==> config.mk <==
export PLATFORM = sky130hd
export DESIGN_NAME = alu_serial_ctrl
export DESIGN_NICKNAME = d
export VERILOG_FILES = /design/src/rtl/alu_serial_ctrl.sv
export SDC_FILE = /design/constraint.sdc
export NUM_CORES = 1
export LEC_CHECK = 0
export ABC_CLOCK_PERIOD_IN_PS = 2600
export BUFFER_PORTS_ARGS = -buffer_cell sky130_fd_sc_hd__buf_4
export CORE_MARGIN = 1.5
export CORE_UTILIZATION = 35
export CTS_CLUSTER_SIZE = 12
export DETAILED_ROUTE_END_ITERATION = 8
export GPL_TIMING_DRIVEN = 0
export HOLD_SLACK_MARGIN = 0.02
export RECOVER_POWER = 50
export SETUP_SLACK_MARGIN = 0.02
export SLEW_MARGIN = 15
export SYNTH_ARGS = -nofsm -noshare
export SYNTH_HDL_FRONTEND = slang
export SYNTH_SLANG_ARGS = --single-unit
==> constraint.sdc <==
create_clock -name clk_i -period 2.6 [get_ports clk_i]
set_input_delay 0.13 -clock clk_i [delete_from_list [all_inputs] [get_ports clk_i]]
set_output_delay 0.13 -clock clk_i [all_outputs]
set_load 0.01 [all_outputs]
==> src/rtl/alu_serial_ctrl.sv <==
// Bit-serial ALU sequencer driving an external 1-bit ALU slice, LSB first, with a final compare pass.
// Optional macro SLT_OVF_FIX_EN: compare "less" is corrected for subtraction overflow.
module alu_serial_ctrl #(
  parameter int WIDTH = 32
) (
  input  logic             clk_i,
  input  logic             rst_i,
  input  logic             start_i,
  output logic             ready_o,
  input  logic [WIDTH-1:0] src1_i,
  input  logic [WIDTH-1:0] src2_i,
  input  logic [3:0]       ALU_control_i,
  input  logic [2:0]       cmpcontrol_i,
  output logic [WIDTH-1:0] result_o,
  output logic             zero_o,
  output logic             cout_o,
  output logic             overflow_o,
  output logic             done_o,
  output logic             slice_src1_o,
  output logic             slice_src2_o,
  output logic             slice_cin_o,
  output logic             slice_less_o,
  output logic             slice_equal_o,
  output logic             slice_A_invert_o,
  output logic             slice_B_invert_o,
  output logic [1:0]       slice_operation_o,
  output logic [2:0]       slice_cmpcontrol_o,
  input  logic             slice_result_i,
  input  logic             slice_cout_i,
  input  logic             slice_set_i
);

  localparam int KW = $clog2(WIDTH);
  localparam logic [KW-1:0] K_LAST = KW'(WIDTH - 1);

  typedef enum logic [1:0] {
    S_IDLE  = 2'b00,
    S_SHIFT = 2'b01,
    S_CMP   = 2'b10,
    S_DONE  = 2'b11
  } state_t;

  state_t           state_q, state_d;
  logic [WIDTH-1:0] src1_q, src1_d;
  logic [WIDTH-1:0] src2_q, src2_d;
  logic [3:0]       ctrl_q, ctrl_d;
  logic [2:0]       cmp_q, cmp_d;
  logic [KW-1:0]    k_q, k_d;
  logic [WIDTH-1:0] res_q, res_d;
  logic             carry_q, carry_d;
  logic             eq_q, eq_d;
  logic             cout_msb_q, cout_msb_d;
  logic             set_msb_q, set_msb_d;
  logic             ovf_q, ovf_d;
  logic [WIDTH-1:0] result_q, result_d;
  logic             zero_q, zero_d;
  logic             cout_q, cout_d;
  logic             overflow_q, overflow_d;
  logic             done_q, done_d;
  logic             ready_q, ready_d;
  logic             less_s;

`ifdef SLT_OVF_FIX_EN
  assign less_s = set_msb_q ^ ovf_q;
`else
  assign less_s = set_msb_q;
`endif

  // Next-state and datapath update for the serial sequencer.
  always_comb begin
    state_d    = state_q;
    src1_d     = src1_q;
    src2_d     = src2_q;
    ctrl_d     = ctrl_q;
    cmp_d      = cmp_q;
    k_d        = k_q;
    res_d      = res_q;
    carry_d    = carry_q;
    eq_d       = eq_q;
    cout_msb_d = cout_msb_q;
    set_msb_d  = set_msb_q;
    ovf_d      = ovf_q;
    case (state_q)
      S_IDLE: begin
        if (start_i) begin
          src1_d  = src1_i;
          src2_d  = src2_i;
          ctrl_d  = ALU_control_i;
          cmp_d   = cmpcontrol_i;
          k_d     = '0;
          res_d   = '0;
          eq_d    = 1'b1;
          carry_d = ALU_control_i[2];
          state_d = S_SHIFT;
        end else begin
          state_d = S_IDLE;
        end
      end
      S_SHIFT: begin
        // Operands rotate so bit 0 is back in place for the compare pass.
        src1_d  = {src1_q[0], src1_q[WIDTH-1:1]};
        src2_d  = {src2_q[0], src2_q[WIDTH-1:1]};
        res_d   = {slice_result_i, res_q[WIDTH-1:1]};
        carry_d = slice_cout_i;
        eq_d    = eq_q & ~slice_set_i;
        if (k_q == K_LAST) begin
          cout_msb_d = slice_cout_i;
          set_msb_d  = slice_set_i;
          ovf_d      = carry_q ^ slice_cout_i;
          state_d    = (ctrl_q[1:0] == 2'b11) ? S_CMP : S_DONE;
        end else begin
          k_d = k_q + KW'(1);
        end
      end
      S_CMP: begin
        res_d   = {{(WIDTH-1){1'b0}}, slice_result_i};
        state_d = S_DONE;
      end
      S_DONE: begin
        state_d = S_IDLE;
      end
      default: begin
        state_d = S_IDLE;
      end
    endcase
  end

  // Registered user-facing outputs, refreshed only on entry to DONE.
  always_comb begin
    result_d   = result_q;
    zero_d     = zero_q;
    cout_d     = cout_q;
    overflow_d = overflow_q;
    done_d     = (state_d == S_DONE);
    ready_d    = (state_d == S_IDLE);
    if (state_d == S_DONE) begin
      result_d   = res_d;
      zero_d     = (res_d == '0);
      cout_d     = ctrl_q[1] & cout_msb_d;
      overflow_d = ctrl_q[1] & ovf_d;
    end else begin
      done_d = 1'b0;
    end
  end

  // Slice drive decoded from the current state.
  always_comb begin
    slice_src1_o       = 1'b0;
    slice_src2_o       = 1'b0;
    slice_cin_o        = 1'b0;
    slice_less_o       = 1'b0;
    slice_equal_o      = 1'b0;
    slice_A_invert_o   = 1'b0;
    slice_B_invert_o   = 1'b0;
    slice_operation_o  = 2'b00;
    slice_cmpcontrol_o = 3'b000;
    case (state_q)
      S_SHIFT: begin
        slice_src1_o       = src1_q[0];
        slice_src2_o       = src2_q[0];
        slice_cin_o        = carry_q;
        slice_A_invert_o   = ctrl_q[3];
        slice_B_invert_o   = ctrl_q[2];
        slice_operation_o  = (ctrl_q[1:0] == 2'b11) ? 2'b10 : ctrl_q[1:0];
        slice_cmpcontrol_o = cmp_q;
      end
      S_CMP: begin
        slice_src1_o       = src1_q[0];
        slice_src2_o       = src2_q[0];
        slice_A_invert_o   = ctrl_q[3];
        slice_B_invert_o   = ctrl_q[2];
        slice_operation_o  = 2'b11;
        slice_less_o       = less_s;
        slice_equal_o      = eq_q;
        slice_cmpcontrol_o = cmp_q;
      end
      default: begin
        slice_operation_o = 2'b00;
      end
    endcase
  end

  // State and datapath registers.
  always_ff @(posedge clk_i or negedge rst_i) begin
    if (!rst_i) begin
      state_q    <= S_IDLE;
      src1_q     <= '0;
      src2_q     <= '0;
      ctrl_q     <= 4'b0000;
      cmp_q      <= 3'b000;
      k_q        <= '0;
      res_q      <= '0;
      carry_q    <= 1'b0;
      eq_q       <= 1'b1;
      cout_msb_q <= 1'b0;
      set_msb_q  <= 1'b0;
      ovf_q      <= 1'b0;
      result_q   <= '0;
      zero_q     <= 1'b1;
      cout_q     <= 1'b0;
      overflow_q <= 1'b0;
      done_q     <= 1'b0;
      ready_q    <= 1'b1;
    end else begin
      state_q    <= state_d;
      src1_q     <= src1_d;
      src2_q     <= src2_d;
      ctrl_q     <= ctrl_d;
      cmp_q      <= cmp_d;
      k_q        <= k_d;
      res_q      <= res_d;
      carry_q    <= carry_d;
      eq_q       <= eq_d;
      cout_msb_q <= cout_msb_d;
      set_msb_q  <= set_msb_d;
      ovf_q      <= ovf_d;
      result_q   <= result_d;
      zero_q     <= zero_d;
      cout_q     <= cout_d;
      overflow_q <= overflow_d;
      done_q     <= done_d;
      ready_q    <= ready_d;
    end
  end

  assign result_o   = result_q;
  assign zero_o     = zero_q;
  assign cout_o     = cout_q;
  assign overflow_o = overflow_q;
  assign done_o     = done_q;
  assign ready_o    = ready_q;

endmodule

==> results of run 1 <==
[layer usage]
metal	part of all wire (%)	wire (microns)	up-vias	global-route usage, %
met5	0	0	-	0
met4	1.1	183	0	4.23
met1	43	7070	2464	21.1
met2	50	8280	141	29.7
met3	5.9	968	15	4.96
li1	-	-	2410	-
[cell type report]
cell class	instances	area (sq um)
plain buffers	36	254
clock buffers	17	425
clock inverters	15	131
fillers	1754	9670
inverters	6	22.5
multi-input cells	364	2670
flip-flops and latches	152	3810
well taps	260	325
repair buffers	196	1530
[state kept, by name, summed over array words and instances (netlist names), 2 cells and up]
| register | cells |
|---|---|
| cmp_q | 3 |
| ctrl_q | 4 |
| k_q | 5 |
| res_q | 32 |
| result_o | 32 |
| src1_q | 32 |
| src2_q | 32 |
| state_q | 2 |
[layout by cell type (no fill, tap or decap), drive strengths merged, types with 6 or more instances in the layout]
cell type      n
dfrtp        149
buf          115
nand2         76
o21ai         75
dlygate4sd3   70
mux2i         65
clkbuf        64
mux2          41
a22o          32
inv           14
and2          12
a21oi         10
nor2           6
nor3           6
ha             6
[cells by family (layout without fill, tap and decap cells)]
| family | after synthesis | after routing | share of synthesized area [%] |
|---|---|---|---|
| AOI/OAI and AO/OA | 128 | 128 | 12.1 |
| xor gates and xnor gates | 1 | 1 | 0.130 |
| and+or+nand+nor | 123 | 123 | 8.29 |
| adders and majority gates | 6 | 6 | 1.11 |
| DFF | 152 | 152 | 56.4 |
| buffers and inverters | 42 | 270 | 4.04 |
| muxes | 106 | 106 | 17.9 |
[power by group through the flow]
| stage | Sequential, W | Clock [W] | Combinational, W |
|---|---|---|---|
| after detailed placement | 0.00302 | 0 | 0.00113 |
| after floorplan | 0.00296 | 0 | 0.000732 |
| final | 0.00298 | 0.00232 | 0.00119 |
| after global placement | 0.00300 | 0 | 0.00107 |
| after global routing | 0.00303 | 0.00251 | 0.00133 |
| after CTS | 0.00298 | 0.00239 | 0.00122 |
[worst paths after layout]
kind	start	endpoint	slack [ns]	depth (start not counted)
max	k_q[0]	result_o[23]	0.13	9
min	src1_i[5]	src1_q[5]	0.03	3
max reg2reg	k_q[0]	result_o[23]	0.13	9
min reg2reg	src1_q[10]	src1_q[10]	0.49	2
max in group asynchronous	rst_i	eq_q	0.65	3
min in group asynchronous	rst_i	result_o[6]	0.75	2
[critical path, stage by stage, from the launching register on]
cell      delay [ns]
dfrtp_1         0.42
ha_1            0.23
and3_1          0.19
ha_1            0.21
and3_1          0.21
o311ai_4        0.31
and2_1          0.18
buf_6           0.14
buf_12          0.15
mux2_1          0.32
[what timing repair did]
item                                   4_1_cts  5_1_grt
setup endpoints to repair                    2        1
endpoints found under the hold margin      140        0
gates resized for setup                      1        1
hold buffers                                70        0
[stage by stage]
step / cell area [sq um] / setup WS (ns) / utilization [%] / total power [W]
CTS: 9310 / 0.120 / 49.4 / 0.00659
global placement: 8010 / 0.163 / 42.6 / 0.00407
detailed placement: 8050 / 0.137 / 42.7 / 0.00415
floorplan: 6750 / 0.279 / - / 0.00369
finish: 9160 / 0.132 / 48.7 / 0.00649
global route: 9160 / 0.0314 / 48.7 / 0.00687
==> impl_metrics.py, run 1 <==
metrics = {
    "run_status": {
        "status": "complete, but fails checks",
        "violations": "max-capacitance violations, max-slew violations",
    },
    "timing": {
        "finalMaxSlewViolations": 71,
        "rsz0062_at_grt": "false",
        "tightestPinTransition_ns": 1.80,
        "fmax_ghz": 0.405,
        "clock_skew_ns": 0.00997,
        "relSlewSlack_pct": -20.2,
        "holdWs_ns": 0.0349,
        "period_needed_ns": 2.47,
        "min_period_over_period_pct": 94.9,
        "hold_viol": 0,
        "tns_ns": 0,
        "finalSetupViolCount": 0,
    },
    "clock_tree": {
        "cts_tree": "built",
        "post-cts-setup-buffers": 0,
        "cts_buffers": 17,
        "clock_latency_ns": 0.42,
        "cts_max_level": 4,
        "root_buffer": "clkbuf_16",
        "cts.sinks": 152,
        "clkTransAtPathRegs_ns": 0.07,
        "cts_buffer_depth": 2,
    },
    "logic_synthesis": {
        "synth.most_common_cell": "dfrtp_1",
        "synthTopCellsByCount": "149 x dfrtp_1, 75 x nand2_1, 65 x mux2i_1",
        "synth_top_area_share_pct": 55.2,
        "synth_seq_area_share_pct": 56.4,
        "ys_warn_count": 0,
        "async_flop_share_pct": 100,
        "synth_cells": 558,
        "syn_avg_cell_area_sq_um": 12.1,
        "synth_area_sq_um": 6750,
        "synth_edf_count": 0,
        "ys_ff_latch": 152,
        "netlist_top_cells_area": "dfrtp_1 55%, mux2i_1 9.6%, mux2_4 5.8%",
        "ys_types": 44,
        "synth_top_flop_cell": "dfrtp_1",
        "yosysTopAreaCell": "dfrtp_1",
        "synth.net_count": 641,
    },
    "detailed_routing": {
        "ant_nets": 0,
        "first_pass_iters": 4,
        "wl_per_cell_microns": 15.8,
        "num_vias": 5030,
        "vias_per_cell": 4.81,
        "post-route-drc-count": 0,
        "drt_iter0_markers": 238,
        "finalWirelength_mm": 16.5,
    },
    "pwr": {
        "power_density_nw_per_um2": 709,
        "p_int_w": 0.00458,
        "swShare_pct": 29.4,
        "ir_worst_vdd_mv": 0.495,
        "seqPwrFrac_pct": 46.0,
        "power.leakage_nw": 4.23,
        "power.share.clock_pct": 35.7,
        "switchingPower_w": 0.00191,
        "comb_power_share_pct": 18.3,
    },
    "layout": {
        "drive_above_1_share_pct": 24.6,
        "n_antenna_cell": 0,
        "area_growth_pct": 35.8,
        "finalNetCount": 856,
        "finalNonFillerCells": 1046,
    },
    "run": {
        "maxCapViolations": 1,
    },
    "global_routing": {
        "grt_pass1_wl_mm": 26.9,
        "antenna_found_initial": 0,
        "grt_max_degree": 83,
        "globalRouteOverflowTotal": 0,
        "grt_usage_pct": 17.2,
        "grt_pass1_vias": 5226,
    },
    "worst_setup_path": {
        "cp.required_ns": 2.90,
        "path_class": "flip-flop to flip-flop",
        "crit_arrival_ns": 2.77,
        "cp-end-kind": "flip-flop",
        "crit_fanout": 10,
        "cp-start-kind": "flip-flop",
    },
    "hold_path": {
        "hp-class": "input pin to flip-flop",
    },
    "floorplanning": {
        "die_h_microns": 142,
        "num_io_pins": 126,
        "design.core.area_sq_um": 18800,
        "rows": 50,
        "initial_utilization_pct": 35.8,
        "die-area_sq_um": 20100,
        "die_w_microns": 142,
    },
    "place": {
        "dp.cells": 944,
        "port_buffers": 125,
        "hpwl_mm": 11.5,
        "gp_congestion": 0.825,
    },
}
No activity file was read; power rests on OpenSTA's default activity.
==> run 2: changes to the inputs <==
--- a/config.mk
+++ b/config.mk
@@ -7,12 +7,15 @@
 export LEC_CHECK = 0
 export ABC_CLOCK_PERIOD_IN_PS = 2600
 export BUFFER_PORTS_ARGS = -buffer_cell sky130_fd_sc_hd__buf_4
+export CELL_PAD_IN_SITES_DETAIL_PLACEMENT = 0
+export CELL_PAD_IN_SITES_GLOBAL_PLACEMENT = 1
 export CORE_MARGIN = 1.5
 export CORE_UTILIZATION = 35
 export CTS_CLUSTER_SIZE = 12
 export DETAILED_ROUTE_END_ITERATION = 8
 export GPL_TIMING_DRIVEN = 0
 export HOLD_SLACK_MARGIN = 0.02
+export PLACE_DENSITY_LB_ADDON = 0.3
 export RECOVER_POWER = 50
 export SETUP_SLACK_MARGIN = 0.02
 export SLEW_MARGIN = 15
==> run 2 against run 1 <==
The run still ends with max-capacitance violations, max-slew violations left. Routed wire length down 1.0%. Sequential share of layout area shrank 0.28 points. Critical path depth unchanged.
==> impl_metrics.py, run 2 (synthesized netlist as in run 1, its figures left out) <==
metrics = {
    "worst_setup_path": {
        "crit_arrival_ns": 2.77,
        "cp.required_ns": 2.91,
        "crit_fanout": 10,
        "cp-start-kind": "flip-flop",
        "path_class": "flip-flop to flip-flop",
        "cp-end-kind": "flip-flop",
    },
    "detailed_routing": {
        "ant_nets": 0,
        "drt_iter0_markers": 257,
        "post-route-drc-count": 0,
        "first_pass_iters": 4,
        "num_vias": 5086,
        "wl_per_cell_microns": 15.6,
        "vias_per_cell": 4.86,
        "finalWirelength_mm": 16.3,
    },
    "timing": {
        "hold_viol": 0,
        "finalSetupViolCount": 0,
        "rsz0062_at_grt": "false",
        "clock_skew_ns": 0.0132,
        "holdWs_ns": 0.0357,
        "period_needed_ns": 2.46,
        "tns_ns": 0,
        "relSlewSlack_pct": -28.7,
        "fmax_ghz": 0.407,
        "finalMaxSlewViolations": 76,
        "tightestPinTransition_ns": 1.93,
        "min_period_over_period_pct": 94.6,
    },
    "layout": {
        "layout_commonest_cell": "dfrtp_1",
        "num-fill-cells": 1730,
        "final_cell_mix": "149 x dfrtp_1, 89 x buf_4, 75 x nand2_1, 71 x dlygate4sd3_1, 65 x mux2i_1",
        "finalNetCount": 857,
        "fin_util_pct": 49.0,
        "drive_above_1_share_pct": 24.8,
        "n_antenna_cell": 0,
        "design_area_sq_um": 9230,
        "area_growth_pct": 36.7,
    },
    "run_status": {
        "status": "complete, but fails checks",
        "violations": "max-capacitance violations, max-slew violations",
    },
    "global_routing": {
        "grt_pass1_wl_mm": 26.9,
        "antenna_found_initial": 0,
        "grt_usage_pct": 17.1,
        "globalRouteOverflowTotal": 0,
        "grt_max_degree": 78,
        "grt_pass1_vias": 5158,
    },
    "pwr": {
        "power.leakage_nw": 4.27,
        "power_density_nw_per_um2": 726,
        "ir_worst_vdd_mv": 0.465,
        "totalPowerFinal_w": 0.00669,
    },
    "floorplanning": {
        "design.core.area_sq_um": 18800,
        "die_h_microns": 142,
        "die_w_microns": 142,
        "rows": 50,
        "num_io_pins": 126,
        "initial_utilization_pct": 35.8,
        "die-area_sq_um": 20100,
    },
    "place": {
        "port_buffers": 125,
        "gp_congestion": 0.797,
        "placed_area_sq_um": 8050,
        "hpwl_mm": 11.3,
    },
    "clock_tree": {
        "cts.sinks": 152,
        "cts_max_level": 4,
        "clock_latency_ns": 0.43,
        "cts_buffer_depth": 2,
        "cts_buffers": 17,
        "clkTransAtPathRegs_ns": 0.07,
        "post-cts-setup-buffers": 0,
        "cts_tree": "built",
        "root_buffer": "clkbuf_16",
    },
    "hold_path": {
        "hp-class": "input pin to flip-flop",
    },
    "run": {
        "maxCapViolations": 1,
    },
}
[run 2: path summary, 6_finish.rpt]
| path | startpoint | slack [ns] | cells past startpoint | end |
|---|---|---|---|---|
| setup / recovery | k_q[0] | 0.14 | 9 | result_o[7] |
| hold / removal | src1_i[12] | 0.04 | 3 | src1_q[12] |
| setup reg to reg | k_q[0] | 0.14 | 9 | result_o[7] |
| hold reg to reg | src1_q[30] | 0.49 | 2 | src1_q[30] |
| max in group asynchronous | rst_i | 0.62 | 3 | eq_q |
| min in group asynchronous | rst_i | 0.79 | 2 | src1_q[15] |
[run 2: routing by layer]
layer  up-vias  wire length, microns  GRT usage [%]
li1       2417                     -              -
met1      2536                  7440           22.3
met2       116                  7970           27.9
met3        17                   702           4.45
met4         0                   224           5.70
met5         -                     0              0
[run 2: critical path, cell delays in order (launching register included)]
cell	delay, ns
dfrtp_1	0.43
ha_1	0.23
and3_1	0.19
ha_1	0.21
and3_1	0.22
o311ai_4	0.28
and2_4	0.20
buf_6	0.13
buf_12	0.15
mux2_1	0.32
[run 2: layout make-up]
class / instances / area [sq um] / share of cell area [%]
Buffer: 36 / 251 / 2.73
Clock inverter: 15 / 180 / 1.95
Timing Repair Buffer: 197 / 1540 / 16.7
Multi-Input combinational cell: 364 / 2670 / 29.0
Tap cell: 260 / 325 / 3.53
Inverter: 6 / 22.5 / 0.244
Clock buffer: 17 / 425 / 4.61
Sequential cell: 152 / 3810 / 41.3
[run 2: stage by stage]
| step | worst slack, ns | std cells |
|---|---|---|
| after global placement | 0.147 | 943 |
| after detailed placement | 0.108 | 944 |
| after global routing | 0.0461 | 1047 |
| after CTS | 0.0995 | 1047 |
| final | 0.140 | 1047 |
| after floorplan | 0.279 | 558 |
[run 2: power by group]
group / switching [W] / total, W / internal [W]
logic: 0.000607 / 0.00118 / 0.000576
clock network: 0.00115 / 0.00253 / 0.00138
registers: 0.000231 / 0.00298 / 0.00275
total: 0.00198 / 0.00669 / 0.00471
[run 2: what timing repair did]
action / CTS / global route
setup endpoints to repair: 1 / 9
hold endpoints to repair: 146 / 0
gates resized for setup: 1 / 1
pin swaps: 0 / 1
hold buffers: 71 / 0
==> run 3: changes to the inputs <==
--- a/config.mk
+++ b/config.mk
@@ -8,7 +8,7 @@
 export ABC_CLOCK_PERIOD_IN_PS = 2600
 export BUFFER_PORTS_ARGS = -buffer_cell sky130_fd_sc_hd__buf_4
 export CELL_PAD_IN_SITES_DETAIL_PLACEMENT = 0
-export CELL_PAD_IN_SITES_GLOBAL_PLACEMENT = 1
+export CELL_PAD_IN_SITES_GLOBAL_PLACEMENT = 2
 export CORE_MARGIN = 1.5
 export CORE_UTILIZATION = 35
 export CTS_CLUSTER_SIZE = 12
==> run 3 against run 2 <==
The run now ends clean. Utilization grew 0.060 points. Sequential cell count is the same. Cell count grew 0.29%. Count of clock-buffer cells in the layout is the same. Die area is the same. Hold slack lost 0.0032 ns. Worst setup slack gained 0.018 ns. Power grew 0.44%. Register-to-register slack gained 0.02 ns. Sequential share of layout area shrank 0.050 points. Final area grew 0.12%.
==> impl_metrics.py, run 3 (synthesized netlist as in run 1, its figures left out) <==
metrics = {
    "timing": {
        "fmax_ghz": 0.410,
        "clock_skew_ns": 0.0122,
        "tns_ns": 0,
        "tightestPinTransition_ns": 1.27,
        "hold_viol": 0,
        "period_needed_ns": 2.44,
        "relSlewSlack_pct": 15.3,
        "finalSetupViolCount": 0,
        "min_period_over_period_pct": 93.9,
        "rsz0062_at_grt": "false",
        "finalMaxSlewViolations": 0,
    },
    "pwr": {
        "power.share.clock_pct": 38.0,
        "p_int_w": 0.00479,
        "swShare_pct": 28.8,
        "power.leakage_nw": 4.28,
        "switchingPower_w": 0.00193,
        "comb_power_share_pct": 17.8,
        "seqPwrFrac_pct": 44.3,
        "power_density_nw_per_um2": 728,
        "ir_worst_vdd_mv": 0.432,
    },
    "layout": {
        "design_area_sq_um": 9240,
        "num-fill-cells": 1750,
        "final_cell_mix": "149 x dfrtp_1, 91 x buf_4, 75 x nand2_1, 72 x dlygate4sd3_1, 65 x mux2i_1",
        "drive_above_1_share_pct": 24.9,
        "finalNetCount": 860,
        "seq_area_sq_um": 3810,
        "n_antenna_cell": 0,
        "multi_input_area_sq_um": 2670,
        "layout_commonest_cell": "dfrtp_1",
        "finalNonFillerCells": 1050,
        "area_growth_pct": 36.9,
    },
    "floorplanning": {
        "die_w_microns": 142,
        "die_h_microns": 142,
        "design.core.area_sq_um": 18800,
        "rows": 50,
        "initial_utilization_pct": 35.8,
        "die-area_sq_um": 20100,
        "num_io_pins": 126,
    },
    "detailed_routing": {
        "num_vias": 5036,
        "ant_nets": 0,
        "wl_per_cell_microns": 15.5,
        "drt_iter0_markers": 217,
        "vias_per_cell": 4.80,
        "first_pass_iters": 4,
        "post-route-drc-count": 0,
        "finalWirelength_mm": 16.3,
    },
    "global_routing": {
        "grt_pass1_wl_mm": 26.7,
        "grt_max_degree": 102,
        "grt_pass1_vias": 5216,
        "grt_usage_pct": 16.9,
        "globalRouteOverflowTotal": 0,
        "antenna_found_initial": 0,
    },
    "worst_setup_path": {
        "cp-end-kind": "flip-flop",
        "reg2reg_depth": 9,
        "critPathCapture": "result_o[20]",
        "crit_fanout": 10,
        "r2r_slack_ns": 0.16,
        "cp.required_ns": 2.89,
        "cp-start-kind": "flip-flop",
        "critPathLaunch": "k_q[1]",
        "reg2reg_to": "result_o[20]",
        "crit_arrival_ns": 2.74,
        "r2r-start": "k_q[1]",
        "path_class": "flip-flop to flip-flop",
    },
    "run_status": {
        "status": "finished, final reports clean",
    },
    "clock_tree": {
        "cts.sinks": 152,
        "clock_latency_ns": 0.42,
        "root_buffer": "clkbuf_16",
        "cts_buffer_depth": 2,
        "cts_buffers": 17,
        "cts_max_level": 4,
        "cts_tree": "built",
        "clkTransAtPathRegs_ns": 0.06,
    },
    "place": {
        "hpwl_mm": 11.3,
        "gp_congestion": 0.769,
        "port_buffers": 125,
        "dp.cells": 944,
        "placed_area_sq_um": 8050,
    },
    "run": {
        "maxCapViolations": 0,
    },
    "hold_path": {
        "hp-class": "input pin to flip-flop",
    },
}
==> run 3: cell count changes in the layout (fill, tap and decap cells not counted), sizes merged <==
| cell | change |
|---|---|
| clkinv | +2 |
| buf | +2 |
| inv | -2 |
| clkinvlp | -1 |
| dlygate4sd3 | +1 |
| bufinv | +1 |
==> run 3: final cells by class <==
class,instances,area share (%)
flip-flops and latches,152,41.2
multi-input cells,364,28.9
repair buffers,200,16.8
clock buffers,17,4.61
well taps,260,3.52
plain buffers,36,2.72
clock inverters,15,1.98
inverters,6,0.244
==> run 3: per-layer routing <==
layer | track usage (%) | wire [microns] | vias to the layer above
met1 | 22.3 | 7520 | 2479
met5 | 0 | 0 | -
met3 | 3.71 | 609 | 24
li1 | - | - | 2424
met2 | 27.3 | 7820 | 109
met4 | 6.24 | 299 | 0
==> run 3: what timing repair did <==
action,4_1_cts,5_1_grt
setup buffers,0,2
cloned,0,0
endpoints found under the setup margin,1,5
endpoints found under the hold margin,124,0
resized for setup,1,1
hold buffers,72,0
==> run 3: power by group through the flow <==
stage	Clock, W	Combinational, W	Sequential (W)
after CTS	0.00262	0.00122	0.00298
after detailed placement	0	0.00113	0.00302
after floorplan	0	0.000732	0.00296
after global routing	0.00271	0.00133	0.00303
final	0.00255	0.00120	0.00298
after global placement	0	0.00109	0.00300
==> run 3: critical path, stage by stage, from the launching register on <==
cell and delay [ns]:
dfrtp_1 0.41, ha_1 0.20, and3_1 0.18, ha_1 0.20, and3_1 0.22, o311ai_4 0.32
and2_4 0.20, buf_6 0.13, buf_12 0.14, mux2_1 0.33
==> run 3: through the flow <==
| stage | hold WS [ns] | setup WS [ns] | total power, W | utilization, % |
|---|---|---|---|---|
| global placement | 0.364 | 0.145 | 0.00409 | 42.6 |
| detailed placement | 0.0656 | 0.129 | 0.00415 | 42.7 |
| CTS | 0.0220 | 0.111 | 0.00681 | 49.8 |
| global route | 0.0351 | 0.0433 | 0.00707 | 49.1 |
| finish | 0.0325 | 0.159 | 0.00672 | 49.1 |
| floorplan | -0.166 | 0.279 | 0.00369 | - |
==> run 3: worst min path at each step <==
stage,from,end,cells after the start
3_5_place_dp,rst_i,src1_q[12],1
3_3_place_gp,ALU_control_i[3],ctrl_q[3],2
4_1_cts,src1_i[11],src1_q[11],3
6_report,src1_i[11],src1_q[11],3
5_1_grt,slice_result_i,res_q[31],2
2_1_floorplan,rst_i,carry_q,0
